==> src/rtl/regfile_write_scheduler.sv <==
// regfile_write_scheduler: merges pipeline writeback and a queued load/IO stream into the register file write port, with bypass lookup.
// Optional REGFILE_WSCHED_STATS_EN adds saturating squash_cnt and stall_cnt outputs.
module regfile_write_scheduler #(
  parameter int WIDTH = 16,
  parameter int ADDRESSWIDTH = 4,
  parameter int DEPTH = 4
) (
  input  logic                        clk,
  input  logic                        rst,
  input  logic                        wb_valid,
  input  logic [ADDRESSWIDTH-1:0]     wb_addr,
  input  logic [WIDTH-1:0]            wb_data,
  input  logic                        ld_valid,
  output logic                        ld_ready,
  input  logic [ADDRESSWIDTH-1:0]     ld_addr,
  input  logic [WIDTH-1:0]            ld_data,
  output logic                        we3,
  output logic [ADDRESSWIDTH-1:0]     wa3,
  output logic [WIDTH-1:0]            wd3,
  input  logic [ADDRESSWIDTH-1:0]     ra1,
  input  logic [ADDRESSWIDTH-1:0]     ra2,
  output logic                        hit1,
  output logic                        hit2,
  output logic [WIDTH-1:0]            fwd1,
  output logic [WIDTH-1:0]            fwd2,
  output logic [$clog2(DEPTH):0]      pending
`ifdef REGFILE_WSCHED_STATS_EN
  ,
  output logic [15:0]                 squash_cnt,
  output logic [15:0]                 stall_cnt
`endif
);
  localparam int AW = $clog2(DEPTH);
  localparam int PW = AW + 1;
  localparam logic [ADDRESSWIDTH-1:0] RO = '1;
  logic [ADDRESSWIDTH-1:0] q_addr [DEPTH];
  logic [WIDTH-1:0] q_data [DEPTH];
  logic [DEPTH-1:0] q_valid, squash, pop_mask, push_mask;
  logic [AW-1:0] wr_ptr, rd_ptr, idx;
  logic [PW-1:0] count;
  logic wb_take, push, pop, head_live;
  assign wb_take = wb_valid && wb_addr != RO;
  assign ld_ready = count < PW'(DEPTH);
  assign push = ld_valid && ld_ready && ld_addr != RO;
  assign pop = !wb_take && count != '0;
  assign head_live = pop && q_valid[rd_ptr];
  assign pop_mask = pop ? DEPTH'(1) << rd_ptr : '0;
  assign push_mask = push ? DEPTH'(1) << wr_ptr : '0;
  always_comb begin
    squash = '0;
    pending = '0;
    for (int i = 0; i < DEPTH; i++) begin
      squash[i] = wb_take && q_valid[i] && q_addr[i] == wb_addr;
      pending = pending + PW'(q_valid[i]);
    end
  end
  // Squashed slots keep their place in the ring; only the valid bit drops.
  always_ff @(posedge clk) begin
    if (rst) begin
      we3 <= 1'b0;
      wa3 <= '0;
      wd3 <= '0;
      q_valid <= '0;
      wr_ptr <= '0;
      rd_ptr <= '0;
      count <= '0;
    end else begin
      we3 <= wb_take || head_live;
      wa3 <= wb_take ? wb_addr : head_live ? q_addr[rd_ptr] : wa3;
      wd3 <= wb_take ? wb_data : head_live ? q_data[rd_ptr] : wd3;
      q_valid <= (q_valid & ~squash & ~pop_mask) | push_mask;
      wr_ptr <= push ? wr_ptr + AW'(1) : wr_ptr;
      rd_ptr <= pop ? rd_ptr + AW'(1) : rd_ptr;
      count <= count + PW'(push) - PW'(pop);
    end
  end
  always_ff @(posedge clk) begin
    if (push) begin
      q_addr[wr_ptr] <= ld_addr;
      q_data[wr_ptr] <= ld_data;
    end
  end
  // Walk oldest to youngest so the youngest matching entry wins.
  always_comb begin
    idx = '0;
    hit1 = we3 && wa3 == ra1 && ra1 != RO;
    hit2 = we3 && wa3 == ra2 && ra2 != RO;
    fwd1 = hit1 ? wd3 : '0;
    fwd2 = hit2 ? wd3 : '0;
    for (int i = 0; i < DEPTH; i++) begin
      idx = rd_ptr + AW'(i);
      if (q_valid[idx] && q_addr[idx] == ra1 && ra1 != RO) begin
        hit1 = 1'b1;
        fwd1 = q_data[idx];
      end
      if (q_valid[idx] && q_addr[idx] == ra2 && ra2 != RO) begin
        hit2 = 1'b1;
        fwd2 = q_data[idx];
      end
    end
  end
`ifdef REGFILE_WSCHED_STATS_EN
  logic [PW-1:0] n_sq;
  logic [16:0] sq_sum;
  always_comb begin
    n_sq = '0;
    for (int i = 0; i < DEPTH; i++) n_sq = n_sq + PW'(squash[i]);
  end
  assign sq_sum = {1'b0, squash_cnt} + 17'(n_sq);
  always_ff @(posedge clk) begin
    if (rst) begin
      squash_cnt <= '0;
      stall_cnt <= '0;
    end else begin
      squash_cnt <= sq_sum[16] ? 16'hFFFF : sq_sum[15:0];
      stall_cnt <= (ld_valid && !ld_ready && stall_cnt != 16'hFFFF) ? stall_cnt + 16'd1 : stall_cnt;
    end
  end
`endif
endmodule

==> config.mk <==
export PLATFORM = sky130hd
export DESIGN_NAME = regfile_write_scheduler
export DESIGN_NICKNAME = d
export VERILOG_FILES = /design/src/rtl/regfile_write_scheduler.sv
export SDC_FILE = /design/constraint.sdc
export NUM_CORES = 1
export LEC_CHECK = 0
export ABC_AREA = 1
export BUFFER_PORTS_ARGS = -buffer_cell sky130_fd_sc_hd__clkbuf_2
export CELL_PAD_IN_SITES_DETAIL_PLACEMENT = 0
export CELL_PAD_IN_SITES_GLOBAL_PLACEMENT = 1
export CORE_MARGIN = 4
export CORE_UTILIZATION = 43
export CTS_CLUSTER_SIZE = 14
export DETAILED_ROUTE_END_ITERATION = 10
export PLACE_DENSITY = 0.8
export SLEW_MARGIN = 30
export SYNTH_ARGS = -nofsm -noshare
export SYNTH_HDL_FRONTEND = slang
export SYNTH_SLANG_ARGS = --single-unit
==> constraint.sdc <==
create_clock -name clk -period 4.6 [get_ports clk]
set_input_delay 1.15 -clock clk [delete_from_list [all_inputs] [get_ports clk]]
set_output_delay 1.15 -clock clk [all_outputs]
set_load 0.02 [all_outputs]
==> summary.txt, run 1 <==
GRT
  • Remaining Overflow, GRT: 0
  • Number of global-route vias before repair: 7873
  • First-pass GRT wire length: 46.17 mm
  • Gr usage total: 24.78%
  • Initial antenna violation count: 0
  • Largest net degree at the start of global routing: 65

Routing
  • Drc violations: 0
  • Antenna viol nets, final: 0
  • First DRT Iteration DRCs: 1015
  • Via density: 5.496
  • Final wirelength: 30.08 mm
  • DR WL/cell: 18.14 µm
  • Drt first pass iters: 5
  • Vias: 9112

Placement
  • GPL Wtd Cong: 0.9500
  • Dpl cell area: 9638 µm²
  • HPWL Detailed: 21.98 mm
  • Placed Instances: 1626
  • PortBufs: 110

Die
  • Core Area: 20490 µm²
  • IO Count: 111
  • Die area: 23440 µm²
  • Cell Rows: 52
  • DIE WIDTH: 153.1 µm
  • Die Y: 153.1 µm
  • Initial Util: 44.18%

Yosys
  • Commonest register cell after synthesis: edfxtp_1
  • Top-area cell type share of the netlist area: 26.53%
  • Cell Area, Synth: 9055 µm²
  • Post-synth EDFFs: 80
  • Cells after Synth: 1313
  • Share of async-settable or async-resettable flops after synthesis: 0%
  • Syn avg cell area: 6.896 µm²
  • Yosys cell types: 43
  • Sequential area share after synthesis: 34.05%
  • Most numerous cell in the Yosys netlist: nand2_1
  • Synth Register Bits: 114
  • Most instantiated cells after synthesis: nand2_1, nor2_1, o21ai_0, nand3_1, edfxtp_1
  • Leading area contributor after synthesis: edfxtp_1
  • Ranking of synthesized cells by area: edfxtp_1, nand2_1, nor2_1, dfxtp_1, o21ai_0
  • Synthesized Nets: 1379
  • Yosys warns: 0

CTS
  • TritonCTS clock tree: built
  • Clk_lat worst skew: 430 ps
  • CTS HTree Levels: 4
  • CTS Root Cell: clkbuf_16
  • CTS clock-pin slew for the worst setup and hold paths: 60 ps
  • Clock tree buffer depth: 2
  • Cts bufs inserted: 17
  • CTS sink count: 114
  • Post-CTS setup buffers: 0
  • CTS-repair resized insts: 0
  • # hold bufs at CTS: 0

Timing
  • Actual slew at the worst max-slew pin: 927.6 ps
  • Hold Fails Final Rpt: 0
  • Relative slew slack: 38.09%
  • Setup TNS: 0 ps
  • Fmax: 0.2324 GHz
  • Max Slew Vio Count: 0
  • Clock Skews: 11.66 ps
  • Tmin final: 4303 ps
  • Setup violations, final: 0
  • Tcrit/Tclk final: 93.55%
  • Unrepaired setup endpoints after global routing: no

Pwr
  • Sw frac: 52.12%
  • Clock group share of total power: 20.4%
  • Max VDD drop: 295.8 µV
  • Power Internal: 0.003031 W
  • Leak Pwr: 4.654 nW
  • Switching Power: 0.003299 W
  • Sequential Power Share: 22.3%
  • Power Dens Cells: 620.8 nW/µm²
  • Tot Pwr: 0.006330 W
  • Logic gate share of total power: 57.3%

Worst setup path
  • CP max stage cell: buf_4
  • Critical Path Start Type: flip-flop
  • Worst Path Arrival: 3150 ps
  • Critical path class: reg -> out
  • Critical path endpoint category: primary output
  • Crit-path max cell delay: 520 ps
  • Cells along the critical path: buf_4, nand2_1, nand3_1, nand2_1, nor2_1, o21ai_1, nor2_1, nand2_1, nor2_4, nor2_1, nand2_1, nand2_1, nand2_1, clkbuf_2
  • Worst EP required: 3450 ps
  • CP Max Fanout: 54
  • Most numerous cell on the critical path: nand2_1

Layout
  • Layout Utilization: 49.75%
  • Layout cells sized above 1: 15.13%
  • Layout filler cell count: 2085
  • Sequential cell area: 3087 µm²
  • Fin cells: 1658
  • # nets final: 1441
  • Layout area overhead: 12.60%
  • Multi-input gate area: 5241 µm²
  • Final instance area: 10200 µm²
  • Antenna cell count: 0

Run status
  • Outcome: complete, no violations

Hold path
  • Worst hold path type: reg -> reg

Run
  • Max-cap violations: 0
[cell usage in the layout, fill, tap and decap left out, drive strengths merged]
master / n
a31oi: 1
edfxtp: 80
o21ai: 131
nand4: 43
ha: 12
inv: 67
nor3: 2
fa: 2
a21oi: 55
dfxtp: 34
nand3: 120
clkinvlp: 2
clkbuf: 128
and2: 1
xnor2: 8
mux2i: 31
o22a: 16
a221oi: 1
clkinv: 9
buf: 23
nand2: 337
o211ai: 3
xor2: 19
or2: 4
nor2: 241
o22ai: 17
bufinv: 1
[state kept, by name (all words and copies together), names as in the netlist, named ones only]
name and count:
we3 1, wd3 16, wa3 4, q_addr 16, rd_ptr 2, count 3
q_valid 4, q_data 64, wr_ptr 2
[cell type report]
| cell class | instances | share of cell area (%) |
|---|---|---|
| multi-input combinational | 1044 | 51.41 |
| sequential | 114 | 30.27 |
| timing repair buffer | 133 | 7.093 |
| clock buffer | 18 | 4.209 |
| tap | 270 | 3.313 |
| inverter | 65 | 2.442 |
| clock inverter | 14 | 1.264 |
[cell families after synthesis]
kind of cell,synth area share (%)
AND/OR/NAND/NOR,35.77
AO/OA/AOI/OAI,13.65
buffers and inverters,8.097
flip-flops,34.05
multiplexers,3.427
XOR/XNOR,2.902
adder cells (fa/ha/maj),2.100
[critical path: cells and delay by family, from the launching register on]
family	cells	cell delay (ps)
flip-flops	1	370
AND/OR/NAND/NOR	11	1570
AO/OA/AOI/OAI	1	70
buffers and inverters	2	700
[power by group through the flow]
stage / combinational [W] / clock, W / sequential [W]
floorplan: 0.00254 / 0 / 0.00144
global placement: 0.00354 / 0 / 0.00143
detailed placement: 0.00356 / 0 / 0.00143
CTS: 0.00357 / 0.00130 / 0.00141
global route: 0.00397 / 0.00135 / 0.00143
finish: 0.00363 / 0.00129 / 0.00141
[through the flow]
stage | hold WS (ps) | setup slack, ps
3_3_place_gp | 520.4 | 442.8
5_1_grt | 571.1 | 91.45
4_1_cts | 542.1 | 318.3
6_report | 539.0 | 296.9
3_5_place_dp | 532.5 | 419.1
2_1_floorplan | 483.1 | 624.9
[final timing paths]
| check | startpoint | to | slack [ps] | cells after the start |
|---|---|---|---|---|
| min reg2reg | wr_ptr[1]$_SDFFE_PP0P_ | wr_ptr[1]$_SDFFE_PP0P_ | 540 | 2 |
| min | wr_ptr[1]$_SDFFE_PP0P_ | wr_ptr[1]$_SDFFE_PP0P_ | 540 | 2 |
| max reg2reg | rd_ptr[0]$_SDFFE_PP0N_ | wd3[11]$_SDFFE_PP0P_ | 2240 | 9 |
| max | rd_ptr[0]$_SDFFE_PP0N_ | fwd2[5] | 300 | 14 |
[layer usage]
metal	global-route usage, %	wire length [µm]	vias up	share of wire (%)
li1	-	-	4526	-
met1	39.89	15090	4159	50
met2	33.70	12090	409	40
met3	5.372	2708	18	9.0
met4	4.879	193	0	0.64
met5	0	0	-	0
Note: power is estimated with default switching activity, not from simulation.
==> inputs of run 2 (changes only) <==
- CAP_MARGIN: unset -> 25
- MAX_ROUTING_LAYER: unset -> met4
==> summary.txt, run 2 (synthesis gave the netlist of run 1 again) <==
CTS
  • CTS HTree Levels: 4 (unchanged)
  • Clock tree buffer depth: 2 (unchanged)
  • # hold bufs at CTS: 0 (unchanged)
  • CTS clock-pin slew for the worst setup and hold paths: 60 ps (about the same)
  • Clk_lat worst skew: 430 ps (about the same)
  • CTS Root Cell: clkbuf_16
  • Cts bufs inserted: 17 (unchanged)
  • TritonCTS clock tree: built
  • CTS sink count: 114 (unchanged)
  • Post-CTS setup buffers: 0 (unchanged)

Timing
  • Tcrit/Tclk final: 93.84% (+0.29 points)
  • Clock Skews: 16.30 ps (+4.641 ps)
  • Setup TNS: 0 ps (unchanged)
  • Actual slew at the worst max-slew pin: 883.7 ps (-43.95 ps)
  • Tmin final: 4317 ps (+13.51 ps)
  • Hold Fails Final Rpt: 0 (unchanged)
  • Worst hold margin: 540.2 ps (+1.151 ps)
  • Setup violations, final: 0 (unchanged)
  • Unrepaired setup endpoints after global routing: no
  • Max Slew Vio Count: 0 (unchanged)
  • Relative slew slack: 41.03% (+2.9 points)
  • Fmax: 0.2317 GHz (-0.31%)

Run
  • Max-cap violations: 0 (unchanged)

Pwr
  • Switching Power: 0.003317 W (+0.53%)
  • Clock group share of total power: 20.8% (+0.4 points)
  • Power Dens Cells: 622.4 nW/µm² (+0.26%)
  • Logic gate share of total power: 57.1% (-0.2 points)
  • Sequential Power Share: 22.1% (-0.2 points)
  • Power Internal: 0.003054 W (+0.77%)
  • Leak Pwr: 4.674 nW (+0.42%)
  • Max VDD drop: 255.6 µV (-14%)
  • Sw frac: 52.06% (-0.059 points)

Routing
  • DR WL/cell: 18.07 µm (-0.38%)
  • Antenna viol nets, final: 0 (unchanged)
  • Vias: 9108 (-0.044%)
  • Highest routed metal layer: met4
  • Drc violations: 0 (unchanged)
  • Drt first pass iters: 5 (unchanged)
  • Via density: 5.490 (-0.10%)
  • First DRT Iteration DRCs: 1120 (+10%)
  • Met3 WL: 2.568 mm (-5.2%)
  • M1 WL: 15.17 mm (+0.49%)
  • Met2 wire length: 12.05 mm (-0.33%)
  • Final wirelength: 29.99 mm (-0.32%)

Die
  • Cell Rows: 52 (unchanged)
  • IO Count: 111 (unchanged)
  • Core Area: 20490 µm² (unchanged)
  • Die Y: 153.1 µm (unchanged)
  • Die area: 23440 µm² (unchanged)
  • Initial Util: 44.18% (unchanged)
  • DIE WIDTH: 153.1 µm (unchanged)

Worst setup path
  • Critical Path Start Type: flip-flop
  • Cells along the critical path: buf_4, buf_4, mux2i_1, inv_1, o21ai_0, nor2_1, nor2_1, nand2_1, nand2_1, nand2_1, clkbuf_2
  • Crit-path max cell delay: 520 ps (about the same)
  • CP Max Fanout: 54 (unchanged)
  • Worst r2r dst: wd3[11]$_SDFFE_PP0P_
  • Internal reg-to-reg setup slack: 2280 ps (+40 ps)
  • Critical path endpoint category: primary output
  • CP max stage cell: buf_4
  • RR Startpoint: rd_ptr[0]$_SDFFE_PP0N_
  • Worst Path Arrival: 3170 ps (+20 ps)
  • Most numerous cell on the critical path: nand2_1
  • R2r worst-path depth: 9 (unchanged)
  • Critical path class: reg -> out
  • Worst EP required: 3450 ps (about the same)

Placement
  • GPL Wtd Cong: 0.9465 (-0.37%)
  • HPWL Detailed: 22.23 mm (+1.2%)
  • PortBufs: 110 (unchanged)
  • Dpl cell area: 9658 µm² (+0.21%)

Layout
  • Largest register FFs: 64 (unchanged)
  • Layout cells sized above 1: 15.33% (+0.21 points)
  • Antenna cell count: 0 (unchanged)
  • Layout area overhead: 13.03%
  • # nets final: 1442 (+0.069%)
  • Commonest non-fill, non-tap cell in the layout: nand2_1
  • Largest registers: q_data x64, q_addr x16, wd3 x16
  • Register with the most flip-flops: q_data
  • Layout filler cell count: 2082 (-0.14%)
  • Final instance area: 10230 µm² (+0.38%)
  • Most frequent cells in the layout: nand2_1, nor2_1, o21ai_0, nand3_1, clkbuf_2

GRT
  • First-pass GRT wire length: 46.76 mm (+1.3%)
  • Number of global-route vias before repair: 8002 (+1.6%)
  • Remaining Overflow, GRT: 0 (unchanged)
  • Initial antenna violation count: 0 (unchanged)
  • Gr usage total: 25.75% (+0.97 points)
  • Largest net degree at the start of global routing: 65 (unchanged)

Hold path
  • Worst hold path type: reg -> reg
  • Hold depth: 2 (unchanged)
  • Worst hold path startpoint: wr_ptr[1]$_SDFFE_PP0P_
  • Hold Path End: wr_ptr[1]$_SDFFE_PP0P_

Run status
  • Outcome: complete, no violations
-- run 2: cell types whose count changed in the layout (fill, tap and decap cells not counted), sizes merged --
cell / delta
buf: +1
clkbuf: -1
clkinv: -3
inv: +4
-- run 2: area by class of cell --
class,instances,area (µm²),area share [%]
clock inverter,15,148.9,1.455
multi-input combinational,1044,5244,51.23
clock buffer,17,425.4,4.156
sequential,114,3087,30.16
inverter,65,249.0,2.433
tap,270,337.8,3.301
timing repair buffer,134,743.2,7.262
-- run 2: power groups by stage --
| stage | Combinational, W | Clock, W | Sequential (W) |
|---|---|---|---|
| after floorplan | 0.00254 | 0 | 0.00144 |
| after global placement | 0.00355 | 0 | 0.00142 |
| after detailed placement | 0.00357 | 0 | 0.00143 |
| after CTS | 0.00358 | 0.00133 | 0.00140 |
| after global routing | 0.00400 | 0.00139 | 0.00143 |
| final | 0.00364 | 0.00132 | 0.00141 |
-- run 2: worst max-delay path by stage --
stage / from / endpoint / slack [ps]
floorplan: rd_ptr[0]$_SDFFE_PP0N_ / fwd1[3] / 620
global placement: ra2[1] / fwd2[0] / 470
detailed placement: ra2[1] / fwd2[5] / 430
CTS: rd_ptr[0]$_SDFFE_PP0N_ / fwd2[3] / 270
global route: rd_ptr[0]$_SDFFE_PP0N_ / fwd2[3] / 50
finish: rd_ptr[0]$_SDFFE_PP0N_ / fwd1[2] / 280
-- run 2: critical path: cells and delay by family (launching register included) --
family	cells	cell delay, ps
AOI/OAI and AO/OA	1	310
buffers and inverters	4	1280
DFF	1	370
muxes	1	350
and+or+nand+nor	5	410
-- run 2: metal layers --
metal | vias up | GRT usage [%]
met3 | 19 | 5.655
met5 | - | -
met2 | 397 | 34.58
li1 | 4530 | -
met1 | 4162 | 40.02
met4 | 0 | 3.988
-- run 2: through the flow --
stage          std cells  util [%]  total power [W]  worst slack [ps]
6_report            1659     49.94         0.006371             283.4
5_1_grt             1659     49.94         0.006817             47.61
4_1_cts             1659     49.93         0.006324             267.7
3_5_place_dp        1627     47.12         0.005000             428.4
3_3_place_gp        1627     47.11         0.004977             472.0
2_1_floorplan       1313         -         0.003978             624.9
-- run 2: timing repair --
action / CTS / global route
resized for setup: 0 / 1
endpoints found under the hold margin: 0 / 0
endpoints found under the setup margin: 0 / 1
